<file path="src/rtl/cmp_mon_pkg.sv">
// Shared definitions for cmp_event_monitor: FSM state encoding, class
// encoding constants for trend_dir, and the width helper for the run counter.
package cmp_mon_pkg;

  // Tracking FSM states; the encoding is visible on dbg_state.
  typedef enum logic [1:0] {
    ST_IDLE   = 2'd0,
    ST_TRK_GT = 2'd1,
    ST_TRK_LT = 2'd2,
    ST_TRK_EQ = 2'd3
  } mon_state_e;

  // Result class encoding as seen on trend_dir.
  localparam logic [1:0] DIR_EQ = 2'b00;
  localparam logic [1:0] DIR_GT = 2'b01;
  localparam logic [1:0] DIR_LT = 2'b10;

  // Bits needed for a run counter that must be able to hold streak_len.
  function automatic int run_w(input int streak_len);
    return $clog2(streak_len + 1);
  endfunction

endpackage

</file>
<file path="src/rtl/sat_counter.sv">
// Saturating up-counter: counts inc pulses, holds at all-ones, synchronous
// clear has priority over increment.
module sat_counter #(
  parameter int CNT_W = 8
) (
  input  logic             clk,
  input  logic             rst_n,
  input  logic             clr,
  input  logic             inc,
  output logic [CNT_W-1:0] q
);

  localparam logic [CNT_W-1:0] CNT_MAX = '1;

  // Count up on inc until saturated; clr wins over inc.
  always_ff @(posedge clk or negedge rst_n) begin
    if (!rst_n) begin
      q <= '0;
    end else if (clr) begin
      q <= '0;
    end else if (inc && (q != CNT_MAX)) begin
      q <= q + CNT_W'(1);
    end
  end

endmodule

</file>
<file path="src/rtl/cmp_event_monitor.sv">
// Event monitor downstream of the 4-bit magnitude comparator. Classifies
// each valid greater/lesser result as GT/LT/EQ, keeps saturating per-class
// counts, and pulses trend_valid once when a run of identical classes reaches
// STREAK_LEN. Optional macro CMP_MON_ERR_EN: when defined, a sample with both
// greater and lesser high is flagged via sticky err and restarts tracking;
// when undefined such a sample counts as GT and err is tied low.
//
// Input handshake: cmp_valid alone qualifies greater/lesser in the cycle it
// is high; there is no ready, every valid sample is consumed on that edge.
module cmp_event_monitor
  import cmp_mon_pkg::*;
#(
  parameter int CNT_W      = 8,
  parameter int STREAK_LEN = 4
) (
  input  logic             clk,
  input  logic             rst_n,
  input  logic             clr,
  input  logic             cmp_valid,
  input  logic             greater,
  input  logic             lesser,
  output logic [CNT_W-1:0] gt_cnt,
  output logic [CNT_W-1:0] lt_cnt,
  output logic [CNT_W-1:0] eq_cnt,
  output logic             trend_valid,
  output logic [1:0]       trend_dir,
  output logic             err,
  output logic [1:0]       dbg_state
);

  localparam int RUN_W = run_w(STREAK_LEN);

  localparam logic [1:0] IDLE   = ST_IDLE;
  localparam logic [1:0] TRK_GT = ST_TRK_GT;
  localparam logic [1:0] TRK_LT = ST_TRK_LT;
  localparam logic [1:0] TRK_EQ = ST_TRK_EQ;

  localparam logic [RUN_W-1:0] RUN_MAX   = RUN_W'(STREAK_LEN);
  localparam logic [RUN_W-1:0] RUN_PULSE = RUN_W'(STREAK_LEN - 1);

  logic             illegal;
  logic             is_gt;
  logic             is_lt;
  logic             is_eq;
  logic             legal;
  logic [1:0]       sample_dir;
  logic [1:0]       sample_state;
  logic [1:0]       state;
  logic [RUN_W-1:0] run;

`ifdef CMP_MON_ERR_EN
  assign illegal = cmp_valid & greater & lesser;
  assign is_gt   = greater & ~lesser;
`else
  // Both-high is folded into GT, so nothing is ever illegal.
  assign illegal = 1'b0;
  assign is_gt   = greater;
`endif
  assign is_lt = ~greater & lesser;
  assign is_eq = ~greater & ~lesser;
  assign legal = cmp_valid & ~illegal;

  // Map the current sample to its class code and tracking state.
  always_comb begin
    sample_dir   = DIR_EQ;
    sample_state = TRK_EQ;
    if (is_gt) begin
      sample_dir   = DIR_GT;
      sample_state = TRK_GT;
    end else if (is_lt) begin
      sample_dir   = DIR_LT;
      sample_state = TRK_LT;
    end
  end

  sat_counter #(.CNT_W(CNT_W)) u_gt_cnt (
    .clk   (clk),
    .rst_n (rst_n),
    .clr   (clr),
    .inc   (legal & is_gt),
    .q     (gt_cnt)
  );

  sat_counter #(.CNT_W(CNT_W)) u_lt_cnt (
    .clk   (clk),
    .rst_n (rst_n),
    .clr   (clr),
    .inc   (legal & is_lt),
    .q     (lt_cnt)
  );

  sat_counter #(.CNT_W(CNT_W)) u_eq_cnt (
    .clk   (clk),
    .rst_n (rst_n),
    .clr   (clr),
    .inc   (legal & is_eq),
    .q     (eq_cnt)
  );

  // Run tracking FSM; trend_valid fires only on the STREAK_LEN-1 -> STREAK_LEN
  // step, and run saturates so a continuing run never re-pulses.
  always_ff @(posedge clk or negedge rst_n) begin
    if (!rst_n) begin
      state       <= IDLE;
      run         <= '0;
      trend_valid <= 1'b0;
      trend_dir   <= DIR_EQ;
    end else if (clr) begin
      state       <= IDLE;
      run         <= '0;
      trend_valid <= 1'b0;
      trend_dir   <= DIR_EQ;
    end else begin
      trend_valid <= 1'b0;
      if (illegal) begin
        state     <= IDLE;
        run       <= '0;
        trend_dir <= DIR_EQ;
      end else if (cmp_valid) begin
        if (state == sample_state) begin
          if (run != RUN_MAX) begin
            run <= run + RUN_W'(1);
          end
          if (run == RUN_PULSE) begin
            trend_valid <= 1'b1;
          end
        end else begin
          state     <= sample_state;
          run       <= RUN_W'(1);
          trend_dir <= sample_dir;
        end
      end
    end
  end

`ifdef CMP_MON_ERR_EN
  // Sticky illegal-input flag, cleared only by clr or reset.
  always_ff @(posedge clk or negedge rst_n) begin
    if (!rst_n) begin
      err <= 1'b0;
    end else if (clr) begin
      err <= 1'b0;
    end else if (illegal) begin
      err <= 1'b1;
    end
  end
`else
  assign err = 1'b0;
`endif

  assign dbg_state = state;

endmodule
</file>
<file path="config.mk">
export PLATFORM = sky130hd
export DESIGN_NAME = cmp_event_monitor
export DESIGN_NICKNAME = d
export VERILOG_FILES = /design/src/rtl/cmp_mon_pkg.sv /design/src/rtl/sat_counter.sv /design/src/rtl/cmp_event_monitor.sv
export SDC_FILE = /design/constraint.sdc
export NUM_CORES = 1
export LEC_CHECK = 0
export BUFFER_PORTS_ARGS = -buffer_cell sky130_fd_sc_hd__buf_2
export CAP_MARGIN = 5
export CORE_ASPECT_RATIO = 0.8
export CORE_MARGIN = 2
export CORE_UTILIZATION = 45
export CTS_BUF_LIST = sky130_fd_sc_hd__clkbuf_8
export CTS_CLUSTER_DIAMETER = 150
export DETAILED_ROUTE_END_ITERATION = 10
export PLACE_DENSITY = 0.73
export SETUP_SLACK_MARGIN = 0.15
export SLEW_MARGIN = 20
export SYNTH_ARGS = -nofsm -noshare
export SYNTH_HDL_FRONTEND = slang
export SYNTH_SLANG_ARGS = --single-unit
export TNS_END_PERCENT = 100
</file>
<file path="constraint.sdc">
create_clock -name clk -period 1.8 [get_ports clk]
set_input_delay 0.36 -clock clk [delete_from_list [all_inputs] [get_ports clk]]
set_output_delay 0.36 -clock clk [all_outputs]
set_load 0.03 [all_outputs]
</file>
==> qor.yml, run 1 <==
status:
  status: "finished clean"
placement:
  portBuffers: 34
  gp_congestion: 0.790
  hpwl_um: 2830
grt:
  grtUsageMet3_pct: 5.48
  grt_pass1_vias: 1429
  antenna_found_initial: 0
  grt_pass1_wl_um: 6800
  groute.layer.met1.usage_pct: 28.1
  grt_max_degree: 33
  grt_use_total_pct: 20.1
  top_usage_layer: "met2"
  use_met2_pct: 29.1
  grt-ovfl-total: 0
floorplanning:
  die_h_um: 60.7
  boundaryPins: 36
  die_w_um: 74.9
  start_util_pct: 47.3
  core_area_um2: 3830
  dieArea_um2: 4550
  row_count: 20
power_and_ir_drop:
  power_w: 0.00150
  peakVddDrop_v: 0.000436
  leakage_nw: 1.02
  p_per_area_nw_per_um2: 701
detailed_routing:
  vias: 1592
  wl_per_cell_um: 14.7
  first_iter_violations: 83
  totalWireLength_um: 4180
  viasPerCell: 5.61
  firstDrtPassIters: 4
  drc: 0
  ant_nets: 0
timing:
  finClkSkew_ns: 0.00327
  tns_ns: 0
  clock.fmax_mhz: 657
  hold_viol_final: 0
  worstMarginPinSlew_ns: 0.741
  period_share_pct: 84.5
  rsz0062_at_grt: "false"
  maxSlewHeadroom_pct: 50.6
  setup_viol: 0
  period_needed_ns: 1.52
  slew_violations: 0
clock_tree:
  cts_tree: "built"
  clock_path_buffers: 2
  cts-buffers-inserted: 5
  cts.sinks: 32
  cts_hold_buf: 0
  htree_levels: 2
  insertion_delay_ns: 0.29
  cts_root_buf: "clkbuf_8"
  cts.clk_slew.worst_paths_ns: 0.06
yosys:
  synthCells: 193
  ys_seq_area_share_pct: 44.3
  avgSynthCellArea_um2: 9.37
  ys_ff_latch: 32
  synth_edf_count: 0
  synth-async-reset-ratio_pct: 100
  syn_nets: 205
  synth.distinct_cells: 46
  yosysWarningCount: 0
  synth_ff_type: "dfrtp_1"
  synth_area_um2: 1810
layout:
  fillers: 373
  area_growth_pct: 18.3
  num_antenna_cells: 0
  drive_above_1_share_pct: 23.6
  seqCellArea_um2: 801
  layout_common_cells: "34 x buf_2, 32 x dfrtp_1, 24 x nor2_1"
  fin_nets: 241
  layout_commonest_cell: "buf_2"
  multi_input_area_um2: 951
min_path:
  holdCritPathClass: "primary input to asynchronous set/reset pin"
run:
  maxCapViolations: 0
setup_path:
  crit_type: "flip-flop to flip-flop"
  startpoint_type: "flip-flop"
  critPathMaxFanout: 5
  critical_path_arrival_ns: 1.69
  crit_path_end_kind: "flip-flop"
  cp.required_ns: 1.97
-- registers in the layout (all words and copies together), names as in the netlist --
signal and flops:
trend_valid 1, run 3, u_eq_cnt.q 8, trend_dir 2, u_lt_cnt.q 8, u_gt_cnt.q 8, dbg_state 2
-- layer usage --
metal / share of wire (%) / vias to the layer above
met2: 43 / 39
met3: 4.4 / 9
met1: 50 / 770
met5: 0 / -
met4: 2.2 / 0
li1: - / 774
-- cell usage after synthesis, types with 2 or more instances --
| master | count | share of area (%) |
|---|---|---|
| a211oi_1 | 3 | 1.2 |
| nand3_1 | 8 | 2.2 |
| nand2_1 | 18 | 3.7 |
| xor2_1 | 4 | 1.9 |
| nand2b_1 | 4 | 1.4 |
| dfrtp_1 | 32 | 44 |
| o21bai_1 | 2 | 0.83 |
| and4_1 | 3 | 1.5 |
| buf_2 | 3 | 0.83 |
| and3_1 | 3 | 1.0 |
| ha_1 | 6 | 4.1 |
| mux2i_1 | 5 | 2.8 |
| a311oi_1 | 4 | 1.9 |
| nor3_1 | 10 | 2.8 |
| o21ai_0 | 6 | 1.7 |
| o21ai_1 | 2 | 0.55 |
| a41o_1 | 3 | 1.7 |
| inv_1 | 8 | 1.7 |
| clkbuf_1 | 3 | 0.62 |
| nand4_1 | 2 | 0.69 |
| nor2_1 | 24 | 5.0 |
| nor2b_1 | 3 | 1.0 |
| a21oi_1 | 10 | 2.8 |
| nor4_2 | 2 | 1.4 |
| a31oi_1 | 4 | 1.4 |
-- where the power goes --
| part | switching [W] | internal, W | total, W |
|---|---|---|---|
| clock | 0.000265 | 0.000340 | 0.000605 |
| combinational | 0.000102 | 0.0000460 | 0.000148 |
| sequential | 0.0000154 | 0.000732 | 0.000748 |
| total | 0.000382 | 0.00112 | 0.00150 |
-- cell type report --
class / instances / area share (%)
well taps: 55 / 3.22
repair buffers: 37 / 9.01
clock buffers: 7 / 4.50
multi-input cells: 145 / 44.4
inverters: 8 / 1.40
flip-flops and latches: 32 / 37.4
-- worst max-delay path: stages (launching register included) --
cell      delay, ns
dfrtp_1        0.38
ha_2           0.24
nand3_2        0.12
o311ai_4       0.38
mux2i_1        0.22
nor2_1         0.05
-- worst paths after layout --
kind / slack, ns / from / endpoint / cells after the start
hold / removal: 0.12 / rst_n / run[2]$_DFFE_PN0P_ / 1
setup / recovery: 0.28 / u_gt_cnt.q[1]$_DFFE_PN0P_ / u_gt_cnt.q[1]$_DFFE_PN0P_ / 5
hold reg to reg: 0.54 / trend_dir[1]$_DFFE_PN0P_ / trend_dir[1]$_DFFE_PN0P_ / 2
setup reg to reg: 0.28 / u_gt_cnt.q[1]$_DFFE_PN0P_ / u_gt_cnt.q[1]$_DFFE_PN0P_ / 5
max in group asynchronous: 1.19 / rst_n / u_eq_cnt.q[5]$_DFFE_PN0P_ / 1
min in group clk: 0.46 / cmp_valid / trend_valid$_DFF_PN0_ / 3
-- kinds of logic (layout without fill, tap and decap cells) --
group,after synthesis,count (layout),share of synthesized area (%)
AND/OR/NAND/NOR,86,86,25.6
AO/OA/AOI/OAI,41,41,15.6
flip-flops,32,32,44.3
buffers and inverters,16,52,4.15
adder cells (fa/ha/maj),6,6,4.15
multiplexers,6,6,3.60
XOR/XNOR,5,5,2.42
other,1,1,0.207
-- through the flow --
stage	cell area, µm²	setup WS [ns]	std cells	util [%]	hold WS [ns]
3_5_place_dp	2020	0.171	276	52.7	0.455
2_1_floorplan	1810	0.191	193	-	0.0644
4_1_cts	2110	0.252	283	55.2	0.138
6_report	2140	0.279	284	55.9	0.118
3_3_place_gp	2020	0.215	276	52.7	0.458
5_1_grt	2140	0.158	284	55.9	0.187
-- what timing repair did --
action	in CTS	in global routing
hold endpoints to repair	0	0
setup endpoints to repair	0	2
resized for setup	0	4
setup buffers	0	1
Note: power is estimated with default switching activity, not from simulation.
==> run 2: changes to the inputs <==
- PLACE_DENSITY: 0.73 -> 0.76
- clock period: 1.8 -> 1.22 ns (I/O delays scaled with it)
==> qor.yml, run 2 (same netlist as run 1, synthesis figures left out) <==
status:
  status: "finished with violations"
  violations: "negative setup slack"
timing:
  finClkSkew_ns: 0.00330
  maxSlewHeadroom_pct: 64.7
  hold_viol_final: 0
  worstMarginPinSlew_ns: 0.528
  tns_ns: -3.24
  period_needed_ns: 1.45
  rsz0062_at_grt: "true"
  setup_slack_ns: -0.229
  setup_viol: 45
  slew_violations: 0
  period_share_pct: 119
  clock.fmax_mhz: 690
setup_path:
  regToRegEndpoint: "u_lt_cnt.q[1]$_DFFE_PN0P_"
  crit_type: "flip-flop to flip-flop"
  crit_path_end_kind: "flip-flop"
  critPathCapture: "u_lt_cnt.q[1]$_DFFE_PN0P_"
  r2r_cells: 5
  critPathMaxFanout: 3
  r2r-start: "u_lt_cnt.q[4]$_DFFE_PN0P_"
  critical_path_arrival_ns: 1.63
  startpoint_type: "flip-flop"
  crit_path_start: "u_lt_cnt.q[4]$_DFFE_PN0P_"
  reg2reg_slack_ns: -0.23
  cp.required_ns: 1.40
floorplanning:
  core_area_um2: 3830
  die_w_um: 74.9
  start_util_pct: 47.3
  row_count: 20
  boundaryPins: 36
  die_h_um: 60.7
  dieArea_um2: 4550
placement:
  gp_congestion: 0.844
  dp_slack_ns: -0.145
  dpl.cell_count: 320
  portBuffers: 34
  place_area_um2: 2610
  hpwl_um: 3630
detailed_routing:
  first_iter_violations: 232
  viasPerCell: 6.41
  vias: 2384
  ant_nets: 0
  wl_per_cell_um: 24.6
  drc: 0
  firstDrtPassIters: 6
  totalWireLength_um: 9170
layout:
  fillers: 108
  area_growth_pct: 99.6
  fin_area_um2: 3610
  utilization_pct: 94.3
  fin_nets: 328
  finalNonFillerCells: 372
  drive_above_1_share_pct: 70.3
  top_regs: "u_eq_cnt.q: 8 flops, u_gt_cnt.q: 8 flops, u_lt_cnt.q: 8 flops"
  num_antenna_cells: 0
  layout_commonest_cell: "buf_6"
  layout_common_cells: "62 x buf_6, 53 x buf_4, 25 x dfrtp_2"
clock_tree:
  cts_root_buf: "clkbuf_8"
  cts-buffers-inserted: 5
  htree_levels: 2
  cts.clk_slew.worst_paths_ns: 0.07
  cts.sinks: 32
  clock_path_buffers: 2
  cts_tree: "built"
  insertion_delay_ns: 0.31
grt:
  groute.layer.met1.usage_pct: 42.4
  grt_pass1_wl_um: 10900
  grt_pass1_vias: 2132
  grtUsageMet3_pct: 7.31
  use_met2_pct: 54.4
  antenna_found_initial: 0
  top_usage_layer: "met2"
  grt_max_degree: 22
  grt-ovfl-total: 0
  grt_use_total_pct: 33.4
power_and_ir_drop:
  leakage_nw: 1.66
  power_frac_clock_pct: 35.9
  switchingPower_w: 0.000735
  p_per_area_nw_per_um2: 683
  internal_power_w: 0.00173
  seqPwrFrac_pct: 45.0
  swShare_pct: 29.8
  peakVddDrop_v: 0.000829
  p_comb_share_pct: 19.1
min_path:
  holdCritPathClass: "primary input to asynchronous set/reset pin"
run:
  maxCapViolations: 0
## run 2: how the worst min path moves through the flow
stage / startpoint / end / slack [ns] / cells after the start
detailed placement: rst_n / u_gt_cnt.q[6]$_DFFE_PN0P_ / 0.16 / 1
floorplan: rst_n / dbg_state[0]$_DFFE_PN0P_ / -0.05 / 0
global placement: rst_n / u_gt_cnt.q[2]$_DFFE_PN0P_ / 0.16 / 1
CTS: clr / u_eq_cnt.q[3]$_DFFE_PN0P_ / 0.35 / 2
global route: clr / trend_dir[0]$_DFFE_PN0P_ / 0.39 / 2
finish: rst_n / u_eq_cnt.q[7]$_DFFE_PN0P_ / 0.39 / 2
## run 2: power groups by stage
stage          registers, W  logic (W)  clock network, W
4_1_cts             0.00111   0.000379          0.000848
5_1_grt             0.00111   0.000486          0.000926
3_5_place_dp        0.00112   0.000311                 0
2_1_floorplan       0.00116   0.000138                 0
6_report            0.00111   0.000472          0.000885
3_3_place_gp        0.00112   0.000304                 0
## run 2: repair_timing
action	CTS	global route
gates cloned	0	0
gates resized for setup	103	40
endpoints found under the hold margin	11	0
setup endpoints to repair	59	59
pin swaps	35	20
buffers inserted	28	15
hold buffers	1	0
## run 2: area by class of cell
type / instances / area, µm² / share of cell area (%)
clock buffers: 6 / 82.6 / 2.29
flip-flops and latches: 32 / 832 / 23.0
repair buffers: 124 / 1190 / 33.0
inverters: 8 / 32.5 / 0.901
clock inverters: 2 / 7.51 / 0.208
multi-input cells: 145 / 1400 / 38.7
well taps: 55 / 68.8 / 1.91
## run 2: per-stage QoR
stage	hold WS (ns)	total power, W
3_5_place_dp	0.158	0.00144
3_3_place_gp	0.157	0.00143
4_1_cts	0.352	0.00233
6_report	0.388	0.00247
2_1_floorplan	-0.0516	0.00130
5_1_grt	0.395	0.00252
## run 2: metal layers
metal / share of wire, % / routed length (µm) / vias to the layer above
li1: - / - / 947
met1: 36 / 3290 / 1151
met2: 48 / 4430 / 210
met3: 9.1 / 830 / 76
met4: 6.8 / 620 / 0
met5: 0 / 0 / -
## run 2: worst max-delay path: stages (launching register included)
cell and delay, ns:
dfrtp_2 0.41, buf_6 0.11, nand4_1 0.20, o21ai_4 0.23, mux2i_1 0.29, nor2_1 0.10
==> run 3: changes to the inputs <==
--- a/config.mk
+++ b/config.mk
@@ -12,5 +12,4 @@
 export CORE_UTILIZATION = 45
 export CTS_BUF_LIST = sky130_fd_sc_hd__clkbuf_8
-export CTS_CLUSTER_DIAMETER = 150
 export DETAILED_ROUTE_END_ITERATION = 10
 export PLACE_DENSITY = 0.76
==> constraint.sdc (replaced) <==
create_clock -name clk -period 1.22 [get_ports clk]
set_input_delay 0.183 -clock clk [delete_from_list [all_inputs] [get_ports clk]]
set_output_delay 0.183 -clock clk [all_outputs]
set_load 0.03 [all_outputs]
==> qor.yml, run 3 (same netlist as run 1, synthesis figures left out) <==
min_path:
  holdCritPathClass: "primary input to flip-flop"
detailed_routing:
  firstDrtPassIters: 4
  ant_nets: 0
  route.met2.wl_um: 4220
  wl_per_cell_um: 23.2
  first_iter_violations: 215
  wl_met3_um: 609
  drc: 0
  vias: 2292
  viasPerCell: 6.14
  totalWireLength_um: 8640
  topRoutingLayerUsed: "met4"
  wl_met1_um: 3330
clock_tree:
  cts_root_buf: "clkbuf_8"
  insertion_delay_ns: 0.30
  clock_path_buffers: 2
  cts-buffers-inserted: 5
  cts.sinks: 32
  cts_tree: "built"
  cts.clk_slew.worst_paths_ns: 0.08
  htree_levels: 2
setup_path:
  crit_path_end_kind: "flip-flop"
  critPathMaxFanout: 3
  crit_type: "flip-flop to flip-flop"
  cp.required_ns: 1.40
  startpoint_type: "flip-flop"
  critical_path_arrival_ns: 1.66
power_and_ir_drop:
  p_comb_share_pct: 17.5
  leakage_nw: 1.66
  internal_power_w: 0.00172
  peakVddDrop_v: 0.000856
  swShare_pct: 29.0
  switchingPower_w: 0.000702
  power_frac_clock_pct: 36.6
  p_per_area_nw_per_um2: 683
  seqPwrFrac_pct: 45.9
layout:
  seqCellArea_um2: 832
  top_regs: "u_eq_cnt.q: 8 flops, u_gt_cnt.q: 8 flops, u_lt_cnt.q: 8 flops"
  fin_area_um2: 3540
  finalNonFillerCells: 373
  num_antenna_cells: 0
  fin_nets: 329
  layout_common_cells: "60 x buf_4, 56 x buf_6, 25 x dfrtp_2"
  layout_commonest_cell: "buf_4"
  multi_input_area_um2: 1370
  drive_above_1_share_pct: 71.1
  area_growth_pct: 95.9
  fillers: 122
floorplanning:
  dieArea_um2: 4550
  core_area_um2: 3830
  boundaryPins: 36
  die_w_um: 74.9
  start_util_pct: 47.3
  die_h_um: 60.7
  row_count: 20
timing:
  clock.fmax_mhz: 674
  tns_ns: -2.51
  finClkSkew_ns: 0.00837
  hold_viol_final: 0
  hold_ws_ns: 0.329
  setup_slack_ns: -0.263
  slew_violations: 0
  period_needed_ns: 1.48
  period_share_pct: 122
  setup_viol: 28
  rsz0062_at_grt: "true"
grt:
  grt_max_degree: 33
  grt-ovfl-total: 0
  antenna_found_initial: 0
  grt_pass1_vias: 2114
  grt_use_total_pct: 31.0
  grt_pass1_wl_um: 10300
placement:
  place_area_um2: 2540
  gp_congestion: 0.857
  dp_slack_ns: -0.128
  hpwl_um: 3570
  dpl.cell_count: 313
  portBuffers: 34
status:
  violations: "negative setup slack"
  status: "finished with violations"
run:
  maxCapViolations: 0
-- run 3: cell types whose count changed in the layout (fill, tap and decap cells not counted), sizes merged --
cell | before | now
inv | 10 | 8
clkinv | 0 | 2
buf | 123 | 124
-- run 3: per-stage QoR --
stage | total power [W] | utilization, %
floorplan | 0.00130 | -
global placement | 0.00141 | 66.4
detailed placement | 0.00143 | 66.4
CTS | 0.00232 | 82.8
global route | 0.00249 | 92.5
finish | 0.00242 | 92.5
-- run 3: final cells by class --
| cell class | instances | share of cell area (%) |
|---|---|---|
| Clock buffer | 6 | 2.33 |
| Multi-Input combinational cell | 145 | 38.8 |
| Sequential cell | 32 | 23.5 |
| Clock inverter | 2 | 0.282 |
| Inverter | 8 | 0.847 |
| Tap cell | 55 | 1.94 |
| Timing Repair Buffer | 125 | 32.3 |
-- run 3: final timing paths --
path | end | from | slack, ns | cells past startpoint
max | u_eq_cnt.q[1]$_DFFE_PN0P_ | u_eq_cnt.q[0]$_DFFE_PN0P_ | -0.26 | 5
min | u_eq_cnt.q[5]$_DFFE_PN0P_ | clr | 0.33 | 2
max reg2reg | u_eq_cnt.q[1]$_DFFE_PN0P_ | u_eq_cnt.q[0]$_DFFE_PN0P_ | -0.26 | 5
min reg2reg | run[1]$_DFFE_PN0P_ | run[1]$_DFFE_PN0P_ | 0.59 | 2
max in group asynchronous | u_eq_cnt.q[6]$_DFFE_PN0P_ | rst_n | 0.43 | 3
min in group asynchronous | u_gt_cnt.q[0]$_DFFE_PN0P_ | rst_n | 0.46 | 3
-- run 3: worst max-delay path, stage by stage (launching register included) --
cell     delay, ns
dfrtp_2       0.41
ha_4          0.15
nand4_1       0.17
o21ai_2       0.27
mux2i_1       0.28
nor2_1        0.09
-- run 3: power by group through the flow --
| stage | logic [W] | clock network, W | registers (W) |
|---|---|---|---|
| finish | 0.000424 | 0.000885 | 0.00111 |
| global route | 0.000444 | 0.000933 | 0.00111 |
| CTS | 0.000343 | 0.000864 | 0.00111 |
| global placement | 0.000288 | 0 | 0.00113 |
| floorplan | 0.000138 | 0 | 0.00116 |
| detailed placement | 0.000299 | 0 | 0.00113 |
-- run 3: metal layers --
metal	vias to the layer above	GRT usage, %
li1	949	-
met1	1124	37.0
met2	166	51.5
met3	53	7.14
met4	0	18.6
met5	-	0
-- run 3: what timing repair did --
| action | 4_1_cts | 5_1_grt |
|---|---|---|
| buffers inserted | 25 | 26 |
| cloned | 0 | 0 |
| endpoints found under the hold margin | 32 | 0 |
| resized for setup | 89 | 41 |
| pin swaps | 22 | 31 |
| hold buffers | 1 | 0 |
| endpoints found under the setup margin | 55 | 57 |
